### config.mk
export PLATFORM = sky130hd
export DESIGN_NAME = hier_path_decoder
export DESIGN_NICKNAME = d
export VERILOG_FILES = /design/src/rtl/hier_path_pkg.sv /design/src/rtl/hier_path_mac.sv /design/src/rtl/hier_path_decoder.sv
export SDC_FILE = /design/constraint.sdc
export NUM_CORES = 1
export LEC_CHECK = 0
export BUFFER_PORTS_ARGS = -buffer_cell sky130_fd_sc_hd__buf_2
export CAP_MARGIN = 20
export CORE_MARGIN = 1.5
export CORE_UTILIZATION = 49
export DETAILED_ROUTE_END_ITERATION = 16
export PLACE_DENSITY = 0.66
export SLEW_MARGIN = 20
export SYNTH_ARGS = -nofsm -noshare
export SYNTH_HDL_FRONTEND = slang
export SYNTH_SLANG_ARGS = --single-unit
### constraint.sdc
create_clock -name clk -period 3.9 [get_ports clk]
set_clock_uncertainty 0.05 [all_clocks]
set_input_delay 0.585 -clock clk [delete_from_list [all_inputs] [get_ports clk]]
set_output_delay 0.585 -clock clk [all_outputs]
set_load 0.005 [all_outputs]
### src/rtl/hier_path_pkg.sv
// Shared types and elaboration helpers for the hierarchical path decoder.
package hier_path_pkg;

  localparam int DEF_LEVELS = 10;
  localparam int DEF_RADIX  = 5;

  typedef enum logic [1:0] {
    ACCUM = 2'd0,
    DRAIN = 2'd1,
    HOLD  = 2'd2
  } state_e;

  // Number of distinct paths of the given length; used to size the index bus.
  function automatic longint unsigned radix_pow(input int levels, input int radix = DEF_RADIX);
    longint unsigned p;
    p = 1;
    for (int i = 0; i < levels; i++) p = p * longint'(radix);
    return p;
  endfunction

endpackage

### src/rtl/hier_path_mac.sv
// One Horner step: next = acc*RADIX + digit, plus digit legality.
module hier_path_mac #(
  parameter int RADIX   = 5,
  parameter int DIGIT_W = 3,
  parameter int IDX_W   = 24
) (
  input  logic [IDX_W-1:0]   acc_i,
  input  logic [DIGIT_W-1:0] digit_i,
  output logic [IDX_W-1:0]   next_acc_o,
  output logic               digit_ok_o
);

  localparam int WW = IDX_W + DIGIT_W;

  logic [WW-1:0] wide;

  // Widened so the product cannot wrap before the final truncation.
  assign wide       = {{DIGIT_W{1'b0}}, acc_i} * WW'(RADIX) + {{IDX_W{1'b0}}, digit_i};
  assign next_acc_o = IDX_W'(wide);
  assign digit_ok_o = digit_i < DIGIT_W'(RADIX);

endmodule

### src/rtl/hier_path_decoder.sv
// Collects per-level child-select digits into a flat node index and depth,
// flagging out-of-range digits and over-long paths.
module hier_path_decoder
  import hier_path_pkg::*;
#(
  parameter int LEVELS  = DEF_LEVELS,
  parameter int RADIX   = DEF_RADIX,
  parameter int DIGIT_W = 3,
  parameter int IDX_W   = 24,
  parameter int DEPTH_W = 4
) (
  input  logic               clk,
  input  logic               rst,
  input  logic               digit_valid,
  output logic               digit_ready,
  input  logic [DIGIT_W-1:0] digit,
  input  logic               digit_last,
  output logic               idx_valid,
  input  logic               idx_ready,
  output logic [IDX_W-1:0]   idx,
  output logic [DEPTH_W-1:0] depth,
  output logic               err_range,
  output logic               err_depth
);

  if (IDX_W < $clog2(radix_pow(LEVELS, RADIX))) begin : g_idx_w_chk
    $error("IDX_W too narrow for RADIX**LEVELS");
  end
  if ((1 << DEPTH_W) <= LEVELS + 1) begin : g_depth_w_chk
    $error("DEPTH_W too narrow for LEVELS+1");
  end
  if ((1 << DIGIT_W) <= RADIX) begin : g_digit_w_chk
    $error("DIGIT_W too narrow for RADIX");
  end

  localparam logic [DEPTH_W-1:0] CNT_MAX = DEPTH_W'(LEVELS + 1);
  localparam logic [DEPTH_W-1:0] CNT_LIM = DEPTH_W'(LEVELS);

  state_e             state_q, state_d;
  logic [IDX_W-1:0]   acc_q, acc_d;
  logic [DEPTH_W-1:0] cnt_q, cnt_d;
  logic               erng_q, erng_d;
  logic               edep_q, edep_d;

  logic [IDX_W-1:0]   next_acc;
  logic               digit_ok;
  logic               dig_take;
  logic               res_take;
  logic [DEPTH_W-1:0] cnt_inc;

  hier_path_mac #(
    .RADIX  (RADIX),
    .DIGIT_W(DIGIT_W),
    .IDX_W  (IDX_W)
  ) u_mac (
    .acc_i     (acc_q),
    .digit_i   (digit),
    .next_acc_o(next_acc),
    .digit_ok_o(digit_ok)
  );

  assign digit_ready = (state_q != HOLD);
  assign idx_valid   = (state_q == HOLD);
  assign dig_take    = digit_valid && digit_ready;
  assign res_take    = idx_valid && idx_ready;
  assign cnt_inc     = (cnt_q == CNT_MAX) ? cnt_q : cnt_q + 1'b1;

  // Result fields come straight from the path registers; an errored path reports index 0.
  assign idx       = (erng_q || edep_q) ? '0 : acc_q;
  assign depth     = cnt_q;
  assign err_range = erng_q;
  assign err_depth = edep_q;

  // Path state register; reset abandons any partial path.
  always_ff @(posedge clk or posedge rst) begin
    if (rst) begin
      state_q <= ACCUM;
      acc_q   <= '0;
      cnt_q   <= '0;
      erng_q  <= 1'b0;
      edep_q  <= 1'b0;
    end else begin
      state_q <= state_d;
      acc_q   <= acc_d;
      cnt_q   <= cnt_d;
      erng_q  <= erng_d;
      edep_q  <= edep_d;
    end
  end

  // Next-state: accumulate, drain an errored path to its last digit, hold the result.
  always_comb begin
    state_d = state_q;
    acc_d   = acc_q;
    cnt_d   = cnt_q;
    erng_d  = erng_q;
    edep_d  = edep_q;
    case (state_q)
      ACCUM: begin
        if (dig_take) begin
          cnt_d = cnt_inc;
          if (!digit_ok)              erng_d = 1'b1;
          else if (cnt_q == CNT_LIM)  edep_d = 1'b1;
          else                        acc_d  = next_acc;
          if (digit_last)                          state_d = HOLD;
          else if (!digit_ok || cnt_q == CNT_LIM)  state_d = DRAIN;
        end
      end
      DRAIN: begin
        if (dig_take) begin
          cnt_d = cnt_inc;
          if (!digit_ok)             erng_d = 1'b1;
          else if (cnt_q >= CNT_LIM) edep_d = 1'b1;
          if (digit_last) state_d = HOLD;
        end
      end
      HOLD: begin
        if (res_take) begin
          state_d = ACCUM;
          acc_d   = '0;
          cnt_d   = '0;
          erng_d  = 1'b0;
          edep_d  = 1'b0;
        end
      end
      default: state_d = ACCUM;
    endcase
  end

endmodule

; ---- After elaboration in Yosys (flattened, before gate mapping)
; Cells that the tools add are included.
[word_totals]
regBits = 32
inputBits = 8
word_cells = 71
output_inout_bits = 32
[classes]
mul = 1
n_reduce_logical = 15
muxes = 28
eq_ne = 18
n_lt_le_gt_ge = 2
add_sub_neg = 2
[op_table]
columns = op, n
row1 = $mux 24, 5
row2 = $pmux 24 s2, 1
row3 = $add 24x3->24, 1
row4 = $mul 24x3->24 const B, 1
row5 = $ne 2x2->1 const B, 11
row6 = $mux 2, 6
row7 = $mux 4, 3
row8 = $reduce_and 5->1, 2
row9 = $mux 1, 9
row10 = $eq 4x4->1 const B, 2
row11 = $pmux 4 s2, 1
row12 = $reduce_and 4->1, 2
row13 = $reduce_and 8->1, 1
row14 = $pmux 2 s3, 1
row15 = $add 4x1->4 const B, 1
row16 = $ge 4x4->1 const B, 1
row17 = $ne 2x1->1 const B, 2
row18 = $reduce_bool 2->1, 2
row19 = $lt 3x3->1 const B, 1
row20 = $ne 3x3->1 const B, 1
row21 = $pmux 1 s3, 1
row22 = $reduce_bool 3->1, 1
row23 = $eq 2x1->1 const B, 1
row24 = $eq 2x2->1 const B, 1
row25 = 6 further kinds, 8

; ---- Logic depth before layout (Yosys ltp)
[logic_depth]
word_depth = 7
ltp_mapped = 10

; ---- By module
; A second synthesis with hierarchy kept.
[hier_totals]
cells_unflattened = 391
area_unflattened_um2 = 3454.6
[by_module_without_submodules]
columns = mod, cells_each, instances, area_each_um2
row1 = hier_path_mac, 217, 1, 1785.5
row2 = hier_path_decoder, 174, 1, 1669.1

; ---- Least setup slack after synthesis
; OpenSTA, ideal clock, no wires.
[synth_path]
path_kind = input to register
from = input digit[1]
to = register acc_q[21]
arrival_time_ps = 2905
setup_ps = 122
stages = 9
path_slack_ps = 823
cell_sequence = ha_1 -> ha_1 -> fa_1 -> a21o_1 -> a221oi_4 -> a2bb2oi_2 -> a2111oi_1 -> or3_1 -> a32o_1
[synth_between]
elab_chain_cells = 5
[synth_lines]
columns = element, line_no
row1 = from (decl), hier_path_decoder.sv:16  ; input logic [DIGIT_W-1:0] digit,
row2 = $add 24x3->24, hier_path_mac.sv:18  ; assign wide = {{DIGIT_W{1'b0}}, acc_i} * WW'(RADIX) + {{IDX_W{1'b0}}, digit_i};
row3 = $mux 24, hier_path_decoder.sv:103  ; else if (cnt_q == CNT_LIM) edep_d = 1'b1;
row4 = $mux 24, hier_path_decoder.sv:102  ; if (!digit_ok) erng_d = 1'b1;
row5 = $mux 24, hier_path_decoder.sv:100  ; if (dig_take) begin
row6 = $pmux 24 s2, hier_path_decoder.sv:98  ; case (state_q)
row7 = to (signal assigned), hier_path_decoder.sv:78  ; acc_q <= '0;
row8 = to (signal assigned), hier_path_decoder.sv:84  ; acc_q <= acc_d;
row9 = to (decl), hier_path_decoder.sv:40  ; logic [IDX_W-1:0] acc_q, acc_d;
; Parallel ways exist; a longest one is shown, timed or not. The select of a mux whose other input is x is not followed.
; A chain may end at the register's enable or synchronous reset.

; ---- Worst setup path in the final report
[layout_path]
from = register acc_q[0]
to = register acc_q[21]
[layout_between]
elab_chain_cells = 6
[layout_lines]
columns = element, line_no
row1 = $mul 24x3->24, hier_path_mac.sv:18
row2 = $add 24x3->24, hier_path_mac.sv:18
row3 = $mux 24, hier_path_decoder.sv:103
row4 = $mux 24, hier_path_decoder.sv:102
row5 = $mux 24, hier_path_decoder.sv:100
row6 = $pmux 24 s2, hier_path_decoder.sv:98
; Every way passes these cells. The select of a mux whose other input is x is not followed.

==> impl_metrics.py <==
metrics = {
    "pwr": {
        "leakagePower_nw": 1.93,
        "total_power_mw": 2.79,
        "vdd_ir_drop_max_mv": 0.359,
        "power.density_nw_per_um2": 762,
    },
    "floorplan": {
        "core-area_um2": 6420,
        "ios": 40,
        "num_rows": 29,
        "die_h_um": 85.2,
        "die_x_um": 85.2,
        "initial_core_util_pct": 51.5,
        "die_area_um2": 7250,
    },
    "sta": {
        "max_freq_mhz": 303,
        "post-route-period-util_pct": 84.6,
        "whs_ns": 0.329,
        "max-slew-margin-rel_pct": 52.0,
        "fin_tns_setup_ns": 0,
        "grt_setup_unrepaired": "false",
        "hold_viol": 0,
        "tightest_slew_ns": 0.718,
        "min_period_ns": 3.30,
        "drv_slew": 0,
        "setup_viol": 0,
    },
    "finish": {
        "area.growth.synth_to_final_pct": 10.9,
        "nets": 491,
        "stdcell_count": 492,
        "final_util_pct": 57.1,
        "diodes": 0,
        "final_layout_size_suffix_gt1_share_pct": 13.5,
    },
    "clock_network": {
        "cts_tree": "built",
        "htreeDepth": 2,
        "clkTransAtPathRegs_ns": 0.08,
        "post_cts_buffers": 0,
        "cts_buffers": 5,
        "cts_resized": 0,
        "insertion_delay_ns": 0.29,
        "holdBufCountCts": 0,
        "cts_num_sinks": 32,
        "clockBufferDepth": 2,
        "ctsRootBufferMaster": "clkbuf_8",
    },
    "critical_path": {
        "required_ns": 4.02,
        "critPathArrivalTime_ns": 3.42,
        "crit_type": "reg -> reg",
        "cp-start-kind": "flip-flop",
        "worstSetupEndpointType": "flip-flop",
        "cp_max_fo": 6,
        "reg2reg_slack_ns": 0.60,
    },
    "route": {
        "route.met2.wl_um": 3460,
        "routed_wl_um": 7780,
        "first_pass_iters": 10,
        "ant_nets": 0,
        "dr.max_layer_used": "met4",
        "via_count": 2938,
        "drc_errors": 3,
        "drt_iter0_drc": 216,
        "wl_met3_um": 451,
        "vias_per_cell": 5.97,
        "drt-met1-wl_um": 3730,
        "wire_per_inst_um": 15.8,
    },
    "grt": {
        "grt_pass1_wl_um": 13300,
        "grt_max_degree": 33,
        "antenna_found_initial": 0,
        "grt.overflow.total": 0,
        "grt_usage_pct": 23.1,
        "grt_pass1_vias": 2734,
    },
    "run": {
        "maxCapViolations": 0,
    },
    "yosys": {
        "syn_area_per_cell_um2": 8.75,
        "synthCells": 378,
        "synth_common_cells": "68 x ha_1, 44 x nand2_1, 32 x dfrtp_1, 28 x a21oi_1, 26 x and2_1",
        "synth_top_area_share_pct": 25.7,
        "yosysMostFrequentCell": "ha_1",
        "synth.distinct_cells": 51,
        "synth_edf_count": 0,
        "yosysSeqAreaShare_pct": 24.2,
        "synth_seq_cells": 32,
        "syn_area_um2": 3310,
        "synthTopCellsByArea": "ha_1 26%, dfrtp_1 24%, nand2_1 5.0%",
        "yosys_warnings": 0,
        "synthArstFlopShare_pct": 100,
        "synth_top_flop_cell": "dfrtp_1",
        "synth_top_cell_by_area": "ha_1",
        "synth_fp_nets": 455,
    },
    "placed_design": {
        "port_buffers": 39,
        "dp_hpwl_um": 5860,
        "place.gp.congestion": 0.856,
        "placed_cells": 484,
    },
    "worst_hold_path": {
        "min_path_type": "in -> async",
    },
    "run_status": {
        "outcome": "complete, but fails checks",
        "violations": "DRC",
    },
}
worst paths after layout:
kind	from	end	cells after the start
worst max-delay path	acc_q[0]$_DFFE_PP0P_	acc_q[21]$_DFFE_PP0P_	9
worst min-delay path	rst	acc_q[6]$_DFFE_PP0P_	3
worst max register to register	acc_q[0]$_DFFE_PP0P_	acc_q[21]$_DFFE_PP0P_	9
worst min register to register	err_depth$_DFFE_PP0P_	err_depth$_DFFE_PP0P_	2
max in group asynchronous	rst	depth[2]$_DFFE_PP0P_	3
min in group clk	err_depth$_DFFE_PP0P_	err_depth$_DFFE_PP0P_	2
state kept, by name, indices dropped and copies added, names as in the netlist:
name / cells
acc_q: 24
err_depth: 1
err_range: 1
state_q: 2
depth: 4
layout by cell type, fill, tap and decap left out, drive strengths merged, types with 4 or more instances in the layout:
cell	instances
clkbuf	8
nand2	44
nand3	11
a31oi	5
inv	8
a21o	9
xor2	9
o21a	4
o31ai	4
nor2	9
nand4	12
dfrtp	32
and3	4
xnor2	8
mux2i	4
and2	26
ha	68
o21ai	25
or3	5
buf	44
a21oi	28
nor3	4
worst max-delay path: stages, from the launching register on:
cell and delay (ns):
dfrtp_1 0.42, ha_1 0.31, ha_1 0.32, fa_1 0.47
a21o_1 0.24, a221oi_4 0.33, a2bb2oi_2 0.28, a2111oi_1 0.14
or3_1 0.38, a32o_1 0.25
through the flow:
stage / instance area (um^2) / worst slack, ns
6_report: 3670 / 0.602
3_5_place_dp: 3580 / 0.507
2_1_floorplan: 3310 / 0.823
4_1_cts: 3670 / 0.598
5_1_grt: 3670 / 0.457
3_3_place_gp: 3580 / 0.573
layer usage:
layer	vias to the layer above	global-route usage, %
met5	-	0
met1	1365	32.5
met2	84	36.5
li1	1475	-
met3	14	3.89
met4	0	6.86
cell families after synthesis:
logic type / Yosys count / share of synthesized area, %
XOR/XNOR: 17 / 4.50
AND/OR/NAND/NOR: 131 / 20.6
flip-flops: 32 / 24.2
buffers and inverters: 24 / 2.76
AO/OA/AOI/OAI: 101 / 20.4
adder cells (fa/ha/maj): 69 / 26.3
multiplexers: 4 / 1.21
power breakdown:
part	total, mW	switching [mW]	internal (mW)	leakage (nW)
Sequential	0.618	0.155	0.463	0.410
Clock	0.281	0.137	0.144	0.0455
Combinational	1.89	1.08	0.811	1.48
final cells by class:
class | count | area [um^2]
fillers | 603 | 2750
multi-input cells | 322 | 2410
flip-flops and latches | 32 | 801
repair buffers | 44 | 233
well taps | 77 | 96.3
clock buffers | 8 | 90.1
inverters | 9 | 33.8
Note: power is estimated with default switching activity, not from simulation.
